--- src/rtl/dsp_adder_arb_pkg.sv ---
// ============================================================================
//  Module      : dsp_adder_arb_pkg
//  Description : Shared definitions for the DSP adder arbiter: FSM state
//                encoding, default datapath width and the helper that
//                locates one requester's operand inside a packed bus.
//  Optional    : DSP_ADDER_ARB_CHECK_EN (used by dsp_adder_arbiter only)
//  Revision    : 1.0 - initial release
// ============================================================================
`default_nettype none

package dsp_adder_arb_pkg;

    localparam int DEFAULT_WIDTH = 32;

    // State encodings are fixed so that they stay stable across builds.
    localparam logic [1:0] ST_IDLE = 2'd0;
    localparam logic [1:0] ST_EXEC = 2'd1;
    localparam logic [1:0] ST_RESP = 2'd2;

    typedef enum logic [1:0] {
        IDLE = ST_IDLE,
        EXEC = ST_EXEC,
        RESP = ST_RESP
    } state_t;

    // Bit offset of requester idx's operand in a bus packed at width bits per
    // requester. Used as the base of an indexed part-select.
    function automatic int slice_lsb(input int idx, input int width);
        return idx * width;
    endfunction

endpackage

`default_nettype wire

--- src/rtl/rr_arbiter.sv ---
// ============================================================================
//  Module      : rr_arbiter
//  Description : Purely combinational round-robin picker. Returns the first
//                asserted request at or above ptr, searching upward with
//                wrap-around.
//  Ports       : req       - request vector (NUM_REQ)
//                ptr       - search start index
//                grant     - one-hot grant (zero when no request)
//                grant_idx - binary index of the granted request
//                any       - at least one request is asserted
//  Revision    : 1.0 - initial release
// ============================================================================
`default_nettype none

module rr_arbiter #(
    parameter int NUM_REQ = 4,
    parameter int PTR_W   = (NUM_REQ > 1) ? $clog2(NUM_REQ) : 1
) (
    input  logic [NUM_REQ-1:0] req,
    input  logic [PTR_W-1:0]   ptr,
    output logic [NUM_REQ-1:0] grant,
    output logic [PTR_W-1:0]   grant_idx,
    output logic               any
);

    always_comb begin
        int          idx;
        logic [PTR_W-1:0] sel;
        grant     = '0;
        grant_idx = '0;
        any       = 1'b0;
        idx       = 0;
        sel       = '0;
        for (int i = 0; i < NUM_REQ; i++) begin
            // ptr is always < NUM_REQ, so a single subtraction wraps it.
            idx = int'(ptr) + i;
            if (idx >= NUM_REQ) begin
                idx = idx - NUM_REQ;
            end
            sel = PTR_W'(idx);
            if (!any && req[sel]) begin
                any        = 1'b1;
                grant[sel] = 1'b1;
                grant_idx  = sel;
            end
        end
    end

endmodule

`default_nettype wire

--- src/rtl/dsp_adder_arbiter.sv ---
// ============================================================================
//  Module      : dsp_adder_arbiter
//  Description : Time-shares one DSP-tile adder between NUM_REQ requesters.
//                Operands are accepted over per-requester valid/ready,
//                driven to the adder from registers, and the result is
//                sampled ADDER_LAT+1 cycles later and returned on a
//                per-requester valid/ready response channel. Round-robin.
//  Ports       : clk, rst_n            - clock, async active-low reset
//                req_valid/ready/a/b   - operand channel (packed per requester)
//                rsp_valid/ready/sum   - result channel (sum shared)
//                adder_input1/2        - registered operands to the adder
//                adder_out             - adder result
//                chk_err               - sticky adder mismatch flag
//                                        (only with DSP_ADDER_ARB_CHECK_EN)
//  Optional    : DSP_ADDER_ARB_CHECK_EN adds a fabric adder that cross-checks
//                the DSP result on every capture.
//  Revision    : 1.0 - initial release
// ============================================================================
`default_nettype none

module dsp_adder_arbiter
    import dsp_adder_arb_pkg::*;
#(
    parameter int NUM_REQ   = 4,
    parameter int WIDTH     = DEFAULT_WIDTH,
    parameter int ADDER_LAT = 0
) (
    input  logic                     clk,
    input  logic                     rst_n,
    input  logic [NUM_REQ-1:0]       req_valid,
    output logic [NUM_REQ-1:0]       req_ready,
    input  logic [NUM_REQ*WIDTH-1:0] req_a,
    input  logic [NUM_REQ*WIDTH-1:0] req_b,
    output logic [NUM_REQ-1:0]       rsp_valid,
    input  logic [NUM_REQ-1:0]       rsp_ready,
    output logic [WIDTH-1:0]         rsp_sum,
    output logic [WIDTH-1:0]         adder_input1,
    output logic [WIDTH-1:0]         adder_input2,
`ifdef DSP_ADDER_ARB_CHECK_EN
    output logic                     chk_err,
`endif
    input  logic [WIDTH-1:0]         adder_out
);

    localparam int PTR_W = (NUM_REQ > 1) ? $clog2(NUM_REQ) : 1;
    localparam int LAT_W = (ADDER_LAT < 1) ? 1 : $clog2(ADDER_LAT + 1);
    localparam logic [LAT_W-1:0]   LAT_LAST = LAT_W'(ADDER_LAT);
    localparam logic [PTR_W-1:0]   PTR_LAST = PTR_W'(NUM_REQ - 1);
    localparam logic [NUM_REQ-1:0] ONE_HOT0 = NUM_REQ'(1);

    state_t             state;
    logic [PTR_W-1:0]   rr_ptr;
    logic [PTR_W-1:0]   owner;
    logic [LAT_W-1:0]   lat_cnt;

    logic [NUM_REQ-1:0] grant;
    logic [PTR_W-1:0]   grant_idx;
    logic               grant_any;
    logic               accept;
    logic               exec_last;
    logic               rsp_done;

    rr_arbiter #(
        .NUM_REQ (NUM_REQ),
        .PTR_W   (PTR_W)
    ) u_rr_arbiter (
        .req       (req_valid),
        .ptr       (rr_ptr),
        .grant     (grant),
        .grant_idx (grant_idx),
        .any       (grant_any)
    );

    // rst_n gates the ready so nothing looks accepted while reset is held,
    // even though the FSM already sits in IDLE.
    assign req_ready = (state == IDLE && rst_n) ? grant : '0;
    assign accept    = (state == IDLE) && grant_any;
    assign exec_last = (state == EXEC) && (lat_cnt == LAT_LAST);
    assign rsp_done  = (state == RESP) && rsp_ready[owner];

    always_ff @(posedge clk or negedge rst_n) begin
        if (!rst_n) begin
            state        <= IDLE;
            rr_ptr       <= '0;
            owner        <= '0;
            lat_cnt      <= '0;
            adder_input1 <= '0;
            adder_input2 <= '0;
            rsp_sum      <= '0;
            rsp_valid    <= '0;
        end else begin
            case (state)
                IDLE: begin
                    if (accept) begin
                        adder_input1 <= req_a[slice_lsb(int'(grant_idx), WIDTH) +: WIDTH];
                        adder_input2 <= req_b[slice_lsb(int'(grant_idx), WIDTH) +: WIDTH];
                        owner        <= grant_idx;
                        lat_cnt      <= '0;
                        state        <= EXEC;
                    end
                end
                EXEC: begin
                    if (exec_last) begin
                        rsp_sum   <= adder_out;
                        rsp_valid <= ONE_HOT0 << owner;
                        state     <= RESP;
                    end else begin
                        lat_cnt <= lat_cnt + 1'b1;
                    end
                end
                RESP: begin
                    // Only the owner's ready can retire the response.
                    if (rsp_done) begin
                        rsp_valid <= '0;
                        rr_ptr    <= (owner == PTR_LAST) ? '0 : owner + 1'b1;
                        state     <= IDLE;
                    end
                end
                default: begin
                    state     <= IDLE;
                    rsp_valid <= '0;
                end
            endcase
        end
    end

`ifdef DSP_ADDER_ARB_CHECK_EN
    logic [WIDTH-1:0] fabric_sum;

    // Independent fabric adder; the operand registers are stable for the
    // whole EXEC window, so compare on the same cycle the DSP result is taken.
    assign fabric_sum = adder_input1 + adder_input2;

    always_ff @(posedge clk or negedge rst_n) begin
        if (!rst_n) begin
            chk_err <= 1'b0;
        end else if (exec_last && (fabric_sum != adder_out)) begin
            chk_err <= 1'b1;
        end
    end
`endif

endmodule

`default_nettype wire

--- config.mk ---
export PLATFORM = sky130hd
export DESIGN_NAME = dsp_adder_arbiter
export DESIGN_NICKNAME = d
export VERILOG_FILES = /design/src/rtl/dsp_adder_arb_pkg.sv /design/src/rtl/rr_arbiter.sv /design/src/rtl/dsp_adder_arbiter.sv
export SDC_FILE = /design/constraint.sdc
export NUM_CORES = 1
export LEC_CHECK = 0
export CAP_MARGIN = 0
export CORE_AREA = 2 2 156 158
export DETAILED_ROUTE_END_ITERATION = 7
export DIE_AREA = 0 0 158 160
export PLACE_DENSITY = 0.6
export RECOVER_POWER = 100
export SYNTH_ARGS = -nofsm -noshare
export SYNTH_HDL_FRONTEND = slang
export SYNTH_HIERARCHICAL = 1
export SYNTH_SLANG_ARGS = --single-unit
--- constraint.sdc ---
create_clock -name clk -period 8.9 [get_ports clk]
set_clock_uncertainty 0.05 [all_clocks]
set_input_delay 1.335 -clock clk [delete_from_list [all_inputs] [get_ports clk]]
set_output_delay 1.335 -clock clk [all_outputs]
set_load 0.01 [all_outputs]
Word-level counts from Yosys, hierarchy flattened

Index checks and enable logic that the tools add are counted.

Word-level logic and storage cells: 113
Bits of input ports: 298
Output and inout port bits: 104
Register bits: 107

Reductions and logical operators: 22
Add/sub/neg operators: 9
Eq/ne operators: 7
Order comparisons: 13
Shift operators: 3
Bitwise operators: 5
Muxes and demuxes: 46

Operators by type and width:

| kind                  | count |
|---|---|
| $shiftx A128 B8 Y32   | 2 |
| $mux W4               | 7 |
| $mux W2               | 12 |
| $lt A2 B3 Y1 const B  | 5 |
| $mux W1               | 15 |
| $or A4 B4 Y4          | 3 |
| $pmux W4 S3           | 1 |
| $logic_and A1 B1 Y1   | 11 |
| $bmux W1 S2           | 5 |
| $ge A3 B3 Y1 const B  | 3 |
| $reduce_and A3 Y1     | 3 |
| $demux W1 S2          | 4 |
| $ge A2 B1 Y1 const B  | 4 |
| $ne A2 B2 Y1 const B  | 4 |
| $sub A2 B1 Y2 const B | 4 |
| $add A2 B2 Y3 const B | 2 |
| $pmux W2 S3           | 1 |
| $reduce_and A2 Y1     | 3 |
| $eq A2 B2 Y1 const B  | 2 |
| $shl A1 B2 Y4 const A | 1 |
| $add A2 B1 Y3 const B | 1 |
| $ge A2 B3 Y1 const B  | 1 |
| $logic_not A1 Y1      | 3 |
| $add A2 B1 Y2 const B | 1 |
| other kinds (6)       | 7 |

Depth between registers and ports, before layout

Depth after elaboration: 17
Depth in mapped cells: 12
Depth with buffers taken out: 8

Modules after synthesis

Netlist, hierarchy kept.

Modules (own cells, without submodules):

| module            | area each (µm²) | seq. area each (µm²) | times used | cells each |
|---|---|---|---|---|
| dsp_adder_arbiter | 5,750.5         | 2,677.6              | 1          | 340 |
| rr_arbiter        | 421.7           | 0.0                  | 1          | 45 |

Worst setup path before layout

OpenSTA, ideal clock, no wires.

Kind: in2out
From: input req_valid[2]
To: output req_ready[0]
Required time: 7.515 ns
Stages: 6
Path buffers: 1
Arrival: 2.630 ns
Setup slack: 4.885 ns
Path through: mux4_2 > buf_6 > nor4b_4 > a22oi_1 > o21ai_0 > and3_1

Cells in the longest elaborated chain, start to end: 13

Ends and longest elaborated chain:

| item                          | line                    | RTL |
|---|---|---|
| start: declaration            | dsp_adder_arbiter.sv:30 | `input logic [NUM_REQ-1:0] req_valid,` |
| $bmux W1 S2                   | rr_arbiter.sv:41        | `if (!any && req[sel]) begin` |
| $mux W1 (implied by the code) | rr_arbiter.sv:41        |  |
| $mux W1                       | rr_arbiter.sv:41        |  |
| $logic_not A1 Y1              | rr_arbiter.sv:41        |  |
| $logic_and A1 B1 Y1           | rr_arbiter.sv:41        |  |
| $mux W1                       | rr_arbiter.sv:41        |  |
| $logic_not A1 Y1              | rr_arbiter.sv:41        |  |
| $logic_and A1 B1 Y1           | rr_arbiter.sv:41        |  |
| $mux W1                       | rr_arbiter.sv:41        |  |
| $logic_not A1 Y1              | rr_arbiter.sv:41        |  |
| $logic_and A1 B1 Y1           | rr_arbiter.sv:41        |  |
| $mux W4 (*)                   | rr_arbiter.sv:41        |  |
| net grant[0]                  | dsp_adder_arbiter.sv:56 | `logic [NUM_REQ-1:0] grant;` |
| $mux W4 (*)                   | dsp_adder_arbiter.sv:76 | `assign req_ready = (state == IDLE && rst_n) ? grant : '0;` |
| end: declaration              | dsp_adder_arbiter.sv:31 | `output logic [NUM_REQ-1:0] req_ready,` |

The timed path passes the listed nets; every way through them passes the cells marked *. The select of a mux whose other input is x is not followed.

Final worst setup path

From: input req_valid[3]
To: register adder_input2[17]

RTL lines:

| item                          | line                    | RTL |
|---|---|---|
| $bmux W1 S2                   | rr_arbiter.sv:41        |  |
| $mux W1 (implied by the code) | rr_arbiter.sv:41        |  |
| $mux W1                       | rr_arbiter.sv:41        |  |
| $logic_not A1 Y1              | rr_arbiter.sv:41        |  |
| $logic_and A1 B1 Y1           | rr_arbiter.sv:41        |  |
| $mux W1                       | rr_arbiter.sv:41        |  |
| $logic_not A1 Y1              | rr_arbiter.sv:41        |  |
| $logic_and A1 B1 Y1           | rr_arbiter.sv:41        |  |
| $mux W1                       | rr_arbiter.sv:41        |  |
| $logic_not A1 Y1              | rr_arbiter.sv:41        |  |
| $logic_and A1 B1 Y1           | rr_arbiter.sv:41        |  |
| $mux W2 (*)                   | rr_arbiter.sv:41        |  |
| net grant_idx[1]              | dsp_adder_arbiter.sv:57 | `logic [PTR_W-1:0] grant_idx;` |
| $shiftx A128 B8 Y32 (*)       | dsp_adder_arbiter.sv:96 | `adder_input2 <= req_b[slice_lsb(int'(grant_idx), WIDTH) +: WIDTH];` |
| end signal: assignment        | dsp_adder_arbiter.sv:96 |  |
| end: declaration              | dsp_adder_arbiter.sv:38 | `output logic [WIDTH-1:0] adder_input2,` |

Marks and branches as above.
A chain may end at the register's enable or synchronous reset.

==> flow_summary.ini <==
[status]
status = finished with violations
violations = capacitance limit, slew limit

[flow_run]
drv_cap = 3

[synth]
syn-num-nets = 692
syn_inst = 385
synth.top_cell.area_share = 0.434
seq_area_frac_synth = 0.434
avgSynthCellArea_sq_um = 16.0
netlist_area_sq_um = 6170
yosys-top-cells-area = dfrtp_1 43%, mux4_2 24%, mux2_2 18%
yosysWarnings = 6
ys_seq_elements = 107
synth_top_area_cell = dfrtp_1
synth_cell_types = 37

[grt]
antenna_found_initial = 1
overflow = 0
grt_pass1_wl_mm = 33.7
grt_usage = 0.177
grt_max_degree = 67
grt_pass1_vias = 5701

[sta]
whs_ns = 0.453
worst_pin_slew_ns = 3.39
layout_min_cycle_time_ns = 6.18
max_freq_ghz = 0.162
grt_setup_unrepaired = false
maxSlewViolCount = 149
setup_viol = 0
tns_ns = 0
slew_headroom = -1.26
finalCritPeriodShare = 0.694
hold_violations = 0

[worst_setup_path]
r2r-end = adder_input2[17]
cp.arrival_ns = 6.36
cp-startpoint = req_valid[3]
cp.required_ns = 9.09
crit_fanout = 65
path_class = in -> reg
startpoint_type = primary input
cp-end-kind = register
reg2reg_depth = 7
cp-endpoint = adder_input2[17]
rr_startpoint = rr_ptr[0]
rrSetupSlack_ns = 3.30

[placement]
placed_area_sq_um = 10400
io_buffers = 401
dp_cells = 1084
dp_hpwl_mm = 17.9
globalplace.congestion = 0.851

[route]
vias = 5235
first_pass_iters = 4
wl_per_cell_microns = 20.8
wl_mm = 22.9
drt_iter0_drc = 215
ant_nets = 0
route.detailed.drc = 0
viasPerCell = 4.75

[floorplan]
chipHeight_microns = 160
pin_count = 402
rows = 57
die_area_sq_um = 25300
start_util = 0.259
core_area_sq_um = 23800
die_w_microns = 158

[clock_network]
cts_resized = 0
cts_made_buffers = 9
cts_sinks = 107
clk_path_buf_depth = 2
root_buffer = clkbuf_16
cts_max_level = 3
cts_hold_buf = 0
clkLatencyLatePin_ns = 0.35
clkTransAtPathRegs_ns = 0.08
cts_tree = yes
post_cts.repair.setup_buffers = 0

[power_and_ir_drop]
p_per_area_nw_per_um2 = 359
power_frac_comb = 0.657
leakagePower_nw = 4.13
p_total_w = 0.00384
ir_worst_vdd_mv = 0.417
power.share.switching = 0.360
seq_power_share = 0.235
power.internal_w = 0.00246
clkPwrFrac = 0.108
switching_power_w = 0.00138

[layout]
synthToLayoutAreaGrowth_pct = 73.6
fillers = 2204
fin_area_sq_um = 10700
nets = 1078
finalNonFillerCells = 1101
drive_above_1_share = 0.246

[min_path]
hp-class = reg -> reg
[per-stage QoR]
stage / util / worst slack (ns)
3_5_place_dp: 0.438 / 3.49
3_3_place_gp: 0.438 / 3.62
2_1_floorplan: - / 4.88
4_1_cts: 0.451 / 3.62
6_report: 0.450 / 2.72
5_1_grt: 0.450 / 2.42
[power by group through the flow]
stage	clock (W)	sequential, W	combinational, W
after CTS	0.000435	0.000919	0.00260
after detailed placement	0	0.000927	0.00260
after floorplan	0	0.000998	0.00161
after global routing	0.000455	0.000942	0.00272
final	0.000414	0.000903	0.00252
after global placement	0	0.000918	0.00253
[flip-flops by register name, indices dropped and copies added (netlist names)]
name          count
rr_ptr            2
adder_input2     32
lat_cnt           1
state             2
adder_input1     32
owner             2
rsp_valid         4
rsp_sum          32
[cells by family after synthesis]
logic type | share of synthesized area
DFF | 0.434
muxes | 0.443
adders and majority gates | 0.0182
and+or+nand+nor | 0.0345
AOI/OAI and AO/OA | 0.0326
buffers and inverters | 0.0375
[metal layers]
layer,share of wire,GRT usage
met1,0.37,0.197
met2,0.54,0.332
met3,0.063,0.0318
met4,0.025,0.0635
met5,0,0
[critical path, stage by stage]
cell and delay (ns):
dlygate4sd3_1 0.61, mux4_2 0.66, nor3_1 0.32, a32o_1 2.52
mux4_2 0.53, mux2_2 0.29
[final cells by class]
| type | instances | area, sq um | share of cell area |
|---|---|---|---|
| repair buffers | 405 | 4030 | 0.376 |
| multi-input cells | 243 | 3270 | 0.305 |
| flip-flops and latches | 107 | 2680 | 0.250 |
| well taps | 324 | 405 | 0.0378 |
| clock buffers | 9 | 225 | 0.0210 |
| clock inverters | 7 | 78.8 | 0.00736 |
| inverters | 5 | 18.8 | 0.00175 |
| diodes | 1 | 2.50 | 0.000234 |
[how the worst min path moves through the flow]
stage	slack [ns]	endpoint	startpoint	depth (start not counted)
global placement	0.44	rsp_sum[27]	rsp_sum[27]	1
CTS	0.46	rsp_sum[14]	rsp_sum[14]	1
finish	0.45	adder_input2[20]	adder_input2[20]	1
detailed placement	0.44	rsp_sum[14]	rsp_sum[14]	1
global route	0.47	rsp_sum[18]	rsp_sum[18]	1
floorplan	0.49	lat_cnt	lat_cnt	1
[cells in the mapped netlist]
master / instances
a221oi_1: 4
a22oi_1: 8
a32o_1: 1
and2_1: 1
and2b_2: 1
and3_1: 4
and3b_1: 4
buf_1: 4
buf_2: 8
buf_4: 7
buf_6: 8
clkbuf_1: 2
clkbuf_4: 1
dfrtp_1: 107
ha_1: 9
inv_1: 5
mux2_2: 101
mux2i_1: 6
mux4_1: 2
mux4_2: 66
nand2b_1: 7
nand3b_1: 1
nor2_1: 6
nor2_2: 1
nor2b_1: 1
nor3_1: 1
nor3b_1: 1
nor4_1: 1
nor4b_4: 1
o211ai_1: 1
o21a_1: 1
o21ai_0: 9
o21bai_1: 1
o221ai_1: 1
o22ai_2: 1
o31ai_1: 1
or3b_1: 1
[cells in the final DEF (no fill, tap or decap), types with 2 or more instances in the layout]
| master | count |
|---|---|
| clkbuf_1 | 2 |
| mux4_2 | 66 |
| a221oi_1 | 4 |
| nor2_1 | 6 |
| nand2b_1 | 7 |
| o21ai_0 | 9 |
| clkinv_4 | 2 |
| clkinv_8 | 2 |
| dfrtp_1 | 107 |
| dlygate4sd3_1 | 106 |
| mux4_1 | 2 |
| buf_4 | 3 |
| clkdlybuf4s50_1 | 294 |
| a22oi_1 | 8 |
| mux2i_1 | 6 |
| and3b_1 | 4 |
| ha_1 | 9 |
| inv_1 | 5 |
| clkbuf_16 | 9 |
| and3_1 | 4 |
| mux2_2 | 101 |
| inv_6 | 2 |
Power figures use the tool's default switching activity.
